File: src/rtl/multicycle_controller.sv
// Multicycle RV32I-subset control FSM plus ALU decoder; memory states stall on mem_ready.
// Optional macro CTRL_ILLEGAL_TRAP_EN adds the TRAP state and the illegal output.
module multicycle_controller (
   input  logic       clk,
   input  logic       rst_n,
   input  logic [6:0] op,
   input  logic [2:0] funct3,
   input  logic       funct7b5,
   input  logic       Zero,
   input  logic       mem_ready,
   output logic       PCWrite,
   output logic       AdrSrc,
   output logic       MemWrite,
   output logic       IRWrite,
   output logic [1:0] ResultSrc,
   output logic [1:0] ALUSrcA,
   output logic [1:0] ALUSrcB,
   output logic [1:0] ImmSrc,
   output logic       RegWrite,
   output logic [2:0] ALUControl
`ifdef CTRL_ILLEGAL_TRAP_EN
   ,
   output logic       illegal
`endif
);

   localparam logic [2:0] ALU_ADD = 3'b000;
   localparam logic [2:0] ALU_SUB = 3'b001;
   localparam logic [2:0] ALU_AND = 3'b010;
   localparam logic [2:0] ALU_OR  = 3'b011;
   localparam logic [2:0] ALU_SLT = 3'b101;

   localparam logic [1:0] ALUOP_ADD   = 2'b00;
   localparam logic [1:0] ALUOP_SUB   = 2'b01;
   localparam logic [1:0] ALUOP_FUNCT = 2'b10;

   typedef enum logic [3:0] {
      FETCH, DECODE, MEMADR, MEMREAD, MEMWB, MEMWRITE,
      EXECUTER, EXECUTEI, ALUWB, BEQ, JAL
`ifdef CTRL_ILLEGAL_TRAP_EN
      , TRAP
`endif
   } state_t;

   state_t     state;
   logic [1:0] alu_op;
   logic       pcupdate;
   logic       branch;

   function automatic logic [2:0] alu_decode(input logic [1:0] aop, input logic [2:0] f3,
                                             input logic sub_r);
      logic [2:0] code;
      code = ALU_ADD;
      if (aop == ALUOP_SUB) code = ALU_SUB;
      else if (aop == ALUOP_FUNCT) begin
         case (f3)
            3'b000:  code = sub_r ? ALU_SUB : ALU_ADD;
            3'b010:  code = ALU_SLT;
            3'b110:  code = ALU_OR;
            3'b111:  code = ALU_AND;
            default: code = ALU_ADD;
         endcase
      end
      return code;
   endfunction

`ifdef CTRL_ILLEGAL_TRAP_EN
   logic f3_ok;
   assign f3_ok   = (funct3 == 3'b000) || (funct3 == 3'b010) ||
                    (funct3 == 3'b110) || (funct3 == 3'b111);
   assign illegal = rst_n && (state == TRAP);
`endif

   always_ff @(posedge clk) begin
      if (!rst_n) begin
         state <= FETCH;
      end else begin
         case (state)
            FETCH:    if (mem_ready) state <= DECODE;
            DECODE: begin
               case (op)
                  7'b0000011, 7'b0100011: state <= MEMADR;
                  7'b0110011:             state <= EXECUTER;
                  7'b0010011:             state <= EXECUTEI;
                  7'b1100011:             state <= BEQ;
                  7'b1101111:             state <= JAL;
`ifdef CTRL_ILLEGAL_TRAP_EN
                  default:                state <= TRAP;
`else
                  default:                state <= FETCH;
`endif
               endcase
            end
            MEMADR:   state <= op[5] ? MEMWRITE : MEMREAD;
            MEMREAD:  if (mem_ready) state <= MEMWB;
            MEMWB:    state <= FETCH;
            MEMWRITE: if (mem_ready) state <= FETCH;
`ifdef CTRL_ILLEGAL_TRAP_EN
            EXECUTER: state <= (!f3_ok || (funct7b5 && funct3 != 3'b000)) ? TRAP : ALUWB;
            EXECUTEI: state <= f3_ok ? ALUWB : TRAP;
            TRAP:     state <= TRAP;
`else
            EXECUTER: state <= ALUWB;
            EXECUTEI: state <= ALUWB;
`endif
            ALUWB:    state <= FETCH;
            BEQ:      state <= FETCH;
            JAL:      state <= ALUWB;
            default:  state <= FETCH;
         endcase
      end
   end

   always_comb begin
      AdrSrc    = 1'b0;
      MemWrite  = 1'b0;
      IRWrite   = 1'b0;
      ResultSrc = 2'b00;
      ALUSrcA   = 2'b00;
      ALUSrcB   = 2'b00;
      ImmSrc    = 2'b00;
      RegWrite  = 1'b0;
      alu_op    = ALUOP_ADD;
      pcupdate  = 1'b0;
      branch    = 1'b0;
      case (state)
         FETCH: begin
            ALUSrcB   = 2'b10;
            ResultSrc = 2'b10;
            IRWrite   = mem_ready;
            pcupdate  = mem_ready;
         end
         DECODE: begin
            ALUSrcA = 2'b01;
            ALUSrcB = 2'b01;
            ImmSrc  = 2'b10;
         end
         MEMADR: begin
            ALUSrcA = 2'b10;
            ALUSrcB = 2'b01;
            ImmSrc  = op[5] ? 2'b01 : 2'b00;
         end
         MEMREAD:  AdrSrc = 1'b1;
         MEMWB: begin
            ResultSrc = 2'b01;
            RegWrite  = 1'b1;
         end
         MEMWRITE: begin
            AdrSrc   = 1'b1;
            MemWrite = 1'b1;
         end
         EXECUTER: begin
            ALUSrcA = 2'b10;
            alu_op  = ALUOP_FUNCT;
         end
         EXECUTEI: begin
            ALUSrcA = 2'b10;
            ALUSrcB = 2'b01;
            alu_op  = ALUOP_FUNCT;
         end
         ALUWB:    RegWrite = 1'b1;
         BEQ: begin
            ALUSrcA = 2'b10;
            alu_op  = ALUOP_SUB;
            branch  = 1'b1;
         end
         JAL: begin
            ALUSrcA  = 2'b01;
            ALUSrcB  = 2'b10;
            pcupdate = 1'b1;
         end
         default: ;
      endcase
      // In reset the mux selects look like FETCH but every enable is held off.
      if (!rst_n) begin
         AdrSrc    = 1'b0;
         MemWrite  = 1'b0;
         IRWrite   = 1'b0;
         ResultSrc = 2'b10;
         ALUSrcA   = 2'b00;
         ALUSrcB   = 2'b10;
         ImmSrc    = 2'b00;
         RegWrite  = 1'b0;
         alu_op    = ALUOP_ADD;
         pcupdate  = 1'b0;
         branch    = 1'b0;
      end
      PCWrite    = pcupdate | (branch & Zero);
      ALUControl = alu_decode(alu_op, funct3, op[5] & funct7b5);
   end

endmodule

File: config.mk
export PLATFORM = sky130hd
export DESIGN_NAME = multicycle_controller
export DESIGN_NICKNAME = d
export VERILOG_FILES = /design/src/rtl/multicycle_controller.sv
export SDC_FILE = /design/constraint.sdc
export NUM_CORES = 1
export LEC_CHECK = 0
export BUFFER_PORTS_ARGS = -buffer_cell sky130_fd_sc_hd__buf_2
export CORE_MARGIN = 1
export CORE_UTILIZATION = 43
export CTS_CLUSTER_DIAMETER = 50
export CTS_CLUSTER_SIZE = 25
export DETAILED_ROUTE_END_ITERATION = 10
export GPL_TIMING_DRIVEN = 0
export PLACE_DENSITY_LB_ADDON = 0.3
export REMOVE_ABC_BUFFERS = 1
export SETUP_SLACK_MARGIN = 0.02
export SLEW_MARGIN = 20
export SYNTH_ARGS = -nofsm -noshare
export SYNTH_HDL_FRONTEND = slang
export SYNTH_SLANG_ARGS = --single-unit
File: constraint.sdc
create_clock -name clk -period 1.7 [get_ports clk]
set_input_delay 0.255 -clock clk [delete_from_list [all_inputs] [get_ports clk]]
set_output_delay 0.255 -clock clk [all_outputs]
set_load 0.05 [all_outputs]
Word level (Yosys, flattened, before mapping)

Index checks and enable logic that the tools add are counted.
W data, S select, Z words.

Register bits: 4
Input port bits: 15
Word-level logic and storage cells: 73

Equal/unequal tests: 24
Muxes and demuxes: 33
Bitwise operators: 3
Reduce and logical (&&, ||, !) cells: 12

Operators with widths:

| operator             | number |
|---|---|
| $pmux W4 S6          | 1 |
| $pmux W2 S2          | 5 |
| $pmux W4 S5          | 1 |
| $eq A4 B3 Y1 const B | 4 |
| $eq A7 B6 Y1 const B | 2 |
| $eq A7 B7 Y1 const B | 2 |
| $mux W1              | 13 |
| $eq A4 B4 Y1 const B | 3 |
| $mux W4              | 3 |
| $pmux W3 S4          | 1 |
| $reduce_or A2 Y1     | 6 |
| $mux W2              | 5 |
| $mux W3              | 3 |
| $eq A4 B2 Y1 const B | 2 |
| $eq A7 B2 Y1 const B | 1 |
| $eq A7 B5 Y1 const B | 1 |
| $eq A3 B3 Y1 const B | 2 |
| $ne A2 B2 Y1 const B | 3 |
| $reduce_or A3 Y1     | 2 |
| $eq A4 B1 Y1 const B | 1 |
| $logic_not A4 Y1     | 1 |
| $reduce_or A4 Y1     | 1 |
| $eq A3 B2 Y1 const B | 1 |
| $logic_not A3 Y1     | 1 |
| 6 further kinds      | 7 |

Longest topological paths before layout

Depth in word-level cells: 7
Mapped depth: 5
Depth with buffers taken out: 4

Worst setup path before layout

No wires, ideal clock.

Kind: reg2out
Start: reg state[2]
End: out ImmSrc[0]
Arrival: 2.217 ns
Slack: -0.772 ns
Cell stages (with the launch flop): 5
Buffers on the path: 1
Cells stage by stage: dfxtp_1 > buf_2 > nor2_2 > nand2_1 > nor4_1

Word-level cells in the longest chain between the ends: 3
Elaborated cells between the ends (all ways): 4

RTL lines:

| what                                         | RTL line | RTL |
|---|---|---|
| from (decl)                                  | 45       | `state_t state;` |
| from (signal assigned)                       | 94       | `MEMADR: state <= op[5] ? MEMWRITE : MEMREAD;` |
| $eq A4 B2 Y1 or $eq A4 B1 Y1 (tied branches) | 126      | `case (state)` |
| $pmux W2 S2 *                                | 126      |  |
| $mux W2 *                                    | 175      | `if (!rst_n) begin` |
| to (decl)                                    | 18       | `output logic [1:0] ImmSrc,` |

Mark *: on every way between the ends. The rest lies on a longest branch, timed or not.

Final worst setup path

Start: reg state[0]
End: out PCWrite

Word-level cells in the longest chain between the ends: 5
Elaborated cells between the ends (all ways): 9

RTL lines:

| what           | RTL line | RTL |
|---|---|---|
| $eq A4 B4 Y1   | 126      |  |
| $mux W1        | 126      |  |
| $mux W1        | 175      |  |
| $and A1 B1 Y1  | 188      | `PCWrite = pcupdate \| (branch & Zero);` |
| $or A1 B1 Y1 * | 188      |  |
| to (decl)      | 11       | `output logic PCWrite,` |

Marked as above.

==> flow_metrics.py <==
metrics = {
    "route": {
        "drt_iter0_markers": 36,
        "ant_nets": 0,
        "routedWlPerCell_um": 16.30,
        "vias": 853,
        "vias_per_cell": 5.725,
        "firstDrtPassIters": 4,
        "routed_wl_um": 2428,
        "drcViolationCount": 0,
    },
    "yosys": {
        "synth_warnings": 0,
        "yosys-top-cells-area": "dfxtp_1 14%, nand2_1 8.9%, nor2_1 8.9%",
        "synth_edf_count": 0,
        "yosys-top-cells-count": "14 x nand2_1, 14 x nor2_1, 6 x a21oi_1",
        "synth-seq-cells": 4,
        "syn_area_um2": 593.1,
        "ys_seq_area_frac": 0.1350,
        "synth_top_area_cell": "dfxtp_1",
        "yosysUniqueCellTypes": 34,
        "synth.avg_cell_area_um2": 6.517,
        "synth_ff_type": "dfxtp_1",
        "syn-instance-count": 91,
        "synth_top_area_share": 0.1350,
        "async_flop_share": 0,
    },
    "clock_network": {
        "path_clk_slew_ns": 0.04,
        "clock_sinks": 4,
        "cts_buffers": 3,
        "cts_buffer_depth": 2,
        "cts.htree.levels": 1,
        "postCtsHoldBufs": 0,
        "tritoncts": "yes",
        "root_buffer": "clkbuf_4",
        "insertion_delay_ns": 0.23,
    },
    "worst_setup_path": {
        "path_max_fanout": 7,
        "crit_required_ns": 1.44,
        "r2r_end": "state[0]",
        "timing.rr.start": "state[0]",
        "crit_type": "flip-flop to output pin",
        "path_cells": "and2b_2, buf_4, a21oi_2, mux2_4, nor2_4, buf_8",
        "end_kind": "output pin",
        "slowest_stage": "dfxtp_4",
        "regToRegSetupSlack_ns": 0.24,
        "rr_worst_depth": 5,
        "max_stage_delay_ns": 0.36,
        "start_kind": "flip-flop",
        "cp.arrival_ns": 1.52,
    },
    "timing": {
        "slew_headroom": 0.7336,
        "rsz0062_at_grt": "yes",
        "fin_ws_ns": -0.07099,
        "fin_skew_ns": 0.001940,
        "setup_viol": 4,
        "worst_slew_pin_slew_ns": 0.3934,
        "period_share": 1.042,
        "max_freq_ghz": 0.5647,
        "slew_violations": 0,
        "fin_hold_ws_ns": 0.3557,
        "hold_viol_final": 0,
        "fin_crit_ns": 1.771,
    },
    "hold_path": {
        "hold_path_startpoint": "mem_ready",
        "hold_end": "state[0]",
        "min_path_cells": 2,
        "min_path_type": "primary input to flip-flop",
    },
    "run": {
        "maxCapViolCount": 0,
    },
    "placed_design": {
        "port-buffer-count": 30,
        "dp_hpwl_um": 1143,
        "dp.cells": 131,
        "place_congestion": 0.8102,
    },
    "layout": {
        "nFillCells": 86,
        "drive_above_1_share": 0.5597,
        "syn_to_final_growth_pct": 78.69,
        "nets": 151,
        "largest_reg_flops": 4,
        "reg_top3": "state: 4 flops",
        "final_util": 0.8247,
        "final_cell_count_no_fill": 149,
        "antenna_cells": 0,
        "largest-register": "state",
    },
    "pwr": {
        "powerDensity_nw_per_um2": 389.5,
        "vdd_drop_max_mv": 0.3435,
        "p_leak_uw": 0.0004979,
        "p_total_uw": 412.8,
    },
    "status": {
        "failed_checks": "setup timing",
        "status": "complete, but fails checks",
    },
    "grt": {
        "grt_pass1_vias": 686,
        "grt_overflow": 0,
        "grt_util_all_layers": 0.3060,
        "antenna_found_initial": 0,
        "grt_max_degree": 14,
        "grt_first_pass_wirelength_um": 3125,
    },
    "floorplanning": {
        "chipWidth_um": 39.14,
        "coreArea_um2": 1285,
        "placementRows": 13,
        "io_pins": 31,
        "start_util": 0.4615,
        "die_h_um": 39.14,
        "dieArea_um2": 1532,
    },
}
through the flow:
step                 TNS, ns  setup slack [ns]  instance area (µm²)
floorplan             -4.001           -0.9518                569.3
global placement     -0.5518           -0.2953                738.2
detailed placement   -0.7352           -0.3103                738.2
CTS                 -0.05992          -0.02739                930.9
global route         -0.4922           -0.1065                 1060
finish               -0.1643          -0.07099                 1060
worst max-delay path, delay by kind of cell (launching register included):
kind / cells / cell delay, ns
muxes: 1 / 0.28
DFF: 1 / 0.36
and+or+nand+nor: 2 / 0.35
AOI/OAI and AO/OA: 1 / 0.03
buffers and inverters: 2 / 0.26
logic make-up after synthesis:
group	after synthesis	share of synthesized area
xor+xnor	2	0.02954
flops	4	0.1350
simple gates	54	0.4852
compound gates	21	0.2658
mux	1	0.01899
buf+inv	9	0.06539
power by group:
group | internal (µW) | switching (µW) | total, µW
combinational | 83.5 | 119 | 203
sequential | 92.3 | 5.95 | 98.3
clock | 78.6 | 33.4 | 112
total | 254 | 158 | 413
final cells by class:
class | instances | area, µm² | area share
flip-flops and latches | 4 | 95.09 | 0.08973
well taps | 15 | 18.77 | 0.01771
repair buffers | 45 | 331.6 | 0.3129
multi-input cells | 78 | 576.8 | 0.5443
clock buffers | 3 | 22.52 | 0.02125
inverters | 4 | 15.01 | 0.01417
repair_timing:
action                                  4_1_cts  5_1_grt
pin swaps                                     2        2
gates resized for setup                      24       31
setup buffers                                12        3
endpoints found under the setup margin       15       10
routing by layer:
metal,GRT usage,wire length (µm),up-vias
met5,0,0,-
met4,0.07759,81,0
met3,0.04046,142,10
met2,0.5708,1238,46
met1,0.3574,965,384
li1,-,-,413
worst max path at each step:
| stage | end | startpoint | slack [ns] |
|---|---|---|---|
| floorplan | ALUControl[2] | state[2] | -0.95 |
| global placement | ALUSrcB[0] | state[1] | -0.30 |
| detailed placement | ALUSrcB[0] | state[1] | -0.31 |
| CTS | ALUSrcB[0] | state[0] | -0.03 |
| global route | ALUSrcB[0] | state[0] | -0.11 |
| finish | PCWrite | state[0] | -0.07 |
cells in the final DEF (no fill, tap or decap), drive strengths merged, types with 2 or more instances in the layout:
master  Yosys  final
clkbuf      1      6
a21oi       6      6
xor2        2      2
nor3        3      3
nand3       3      3
buf         4     42
o32ai       2      2
nor4        3      3
nor2b       5      5
nand2      14     14
a31oi       2      2
dfxtp       4      4
o21ai       3      3
inv         4      4
nand2b      5      5
nor2       16     16
(Power assumes the default switching activity.)
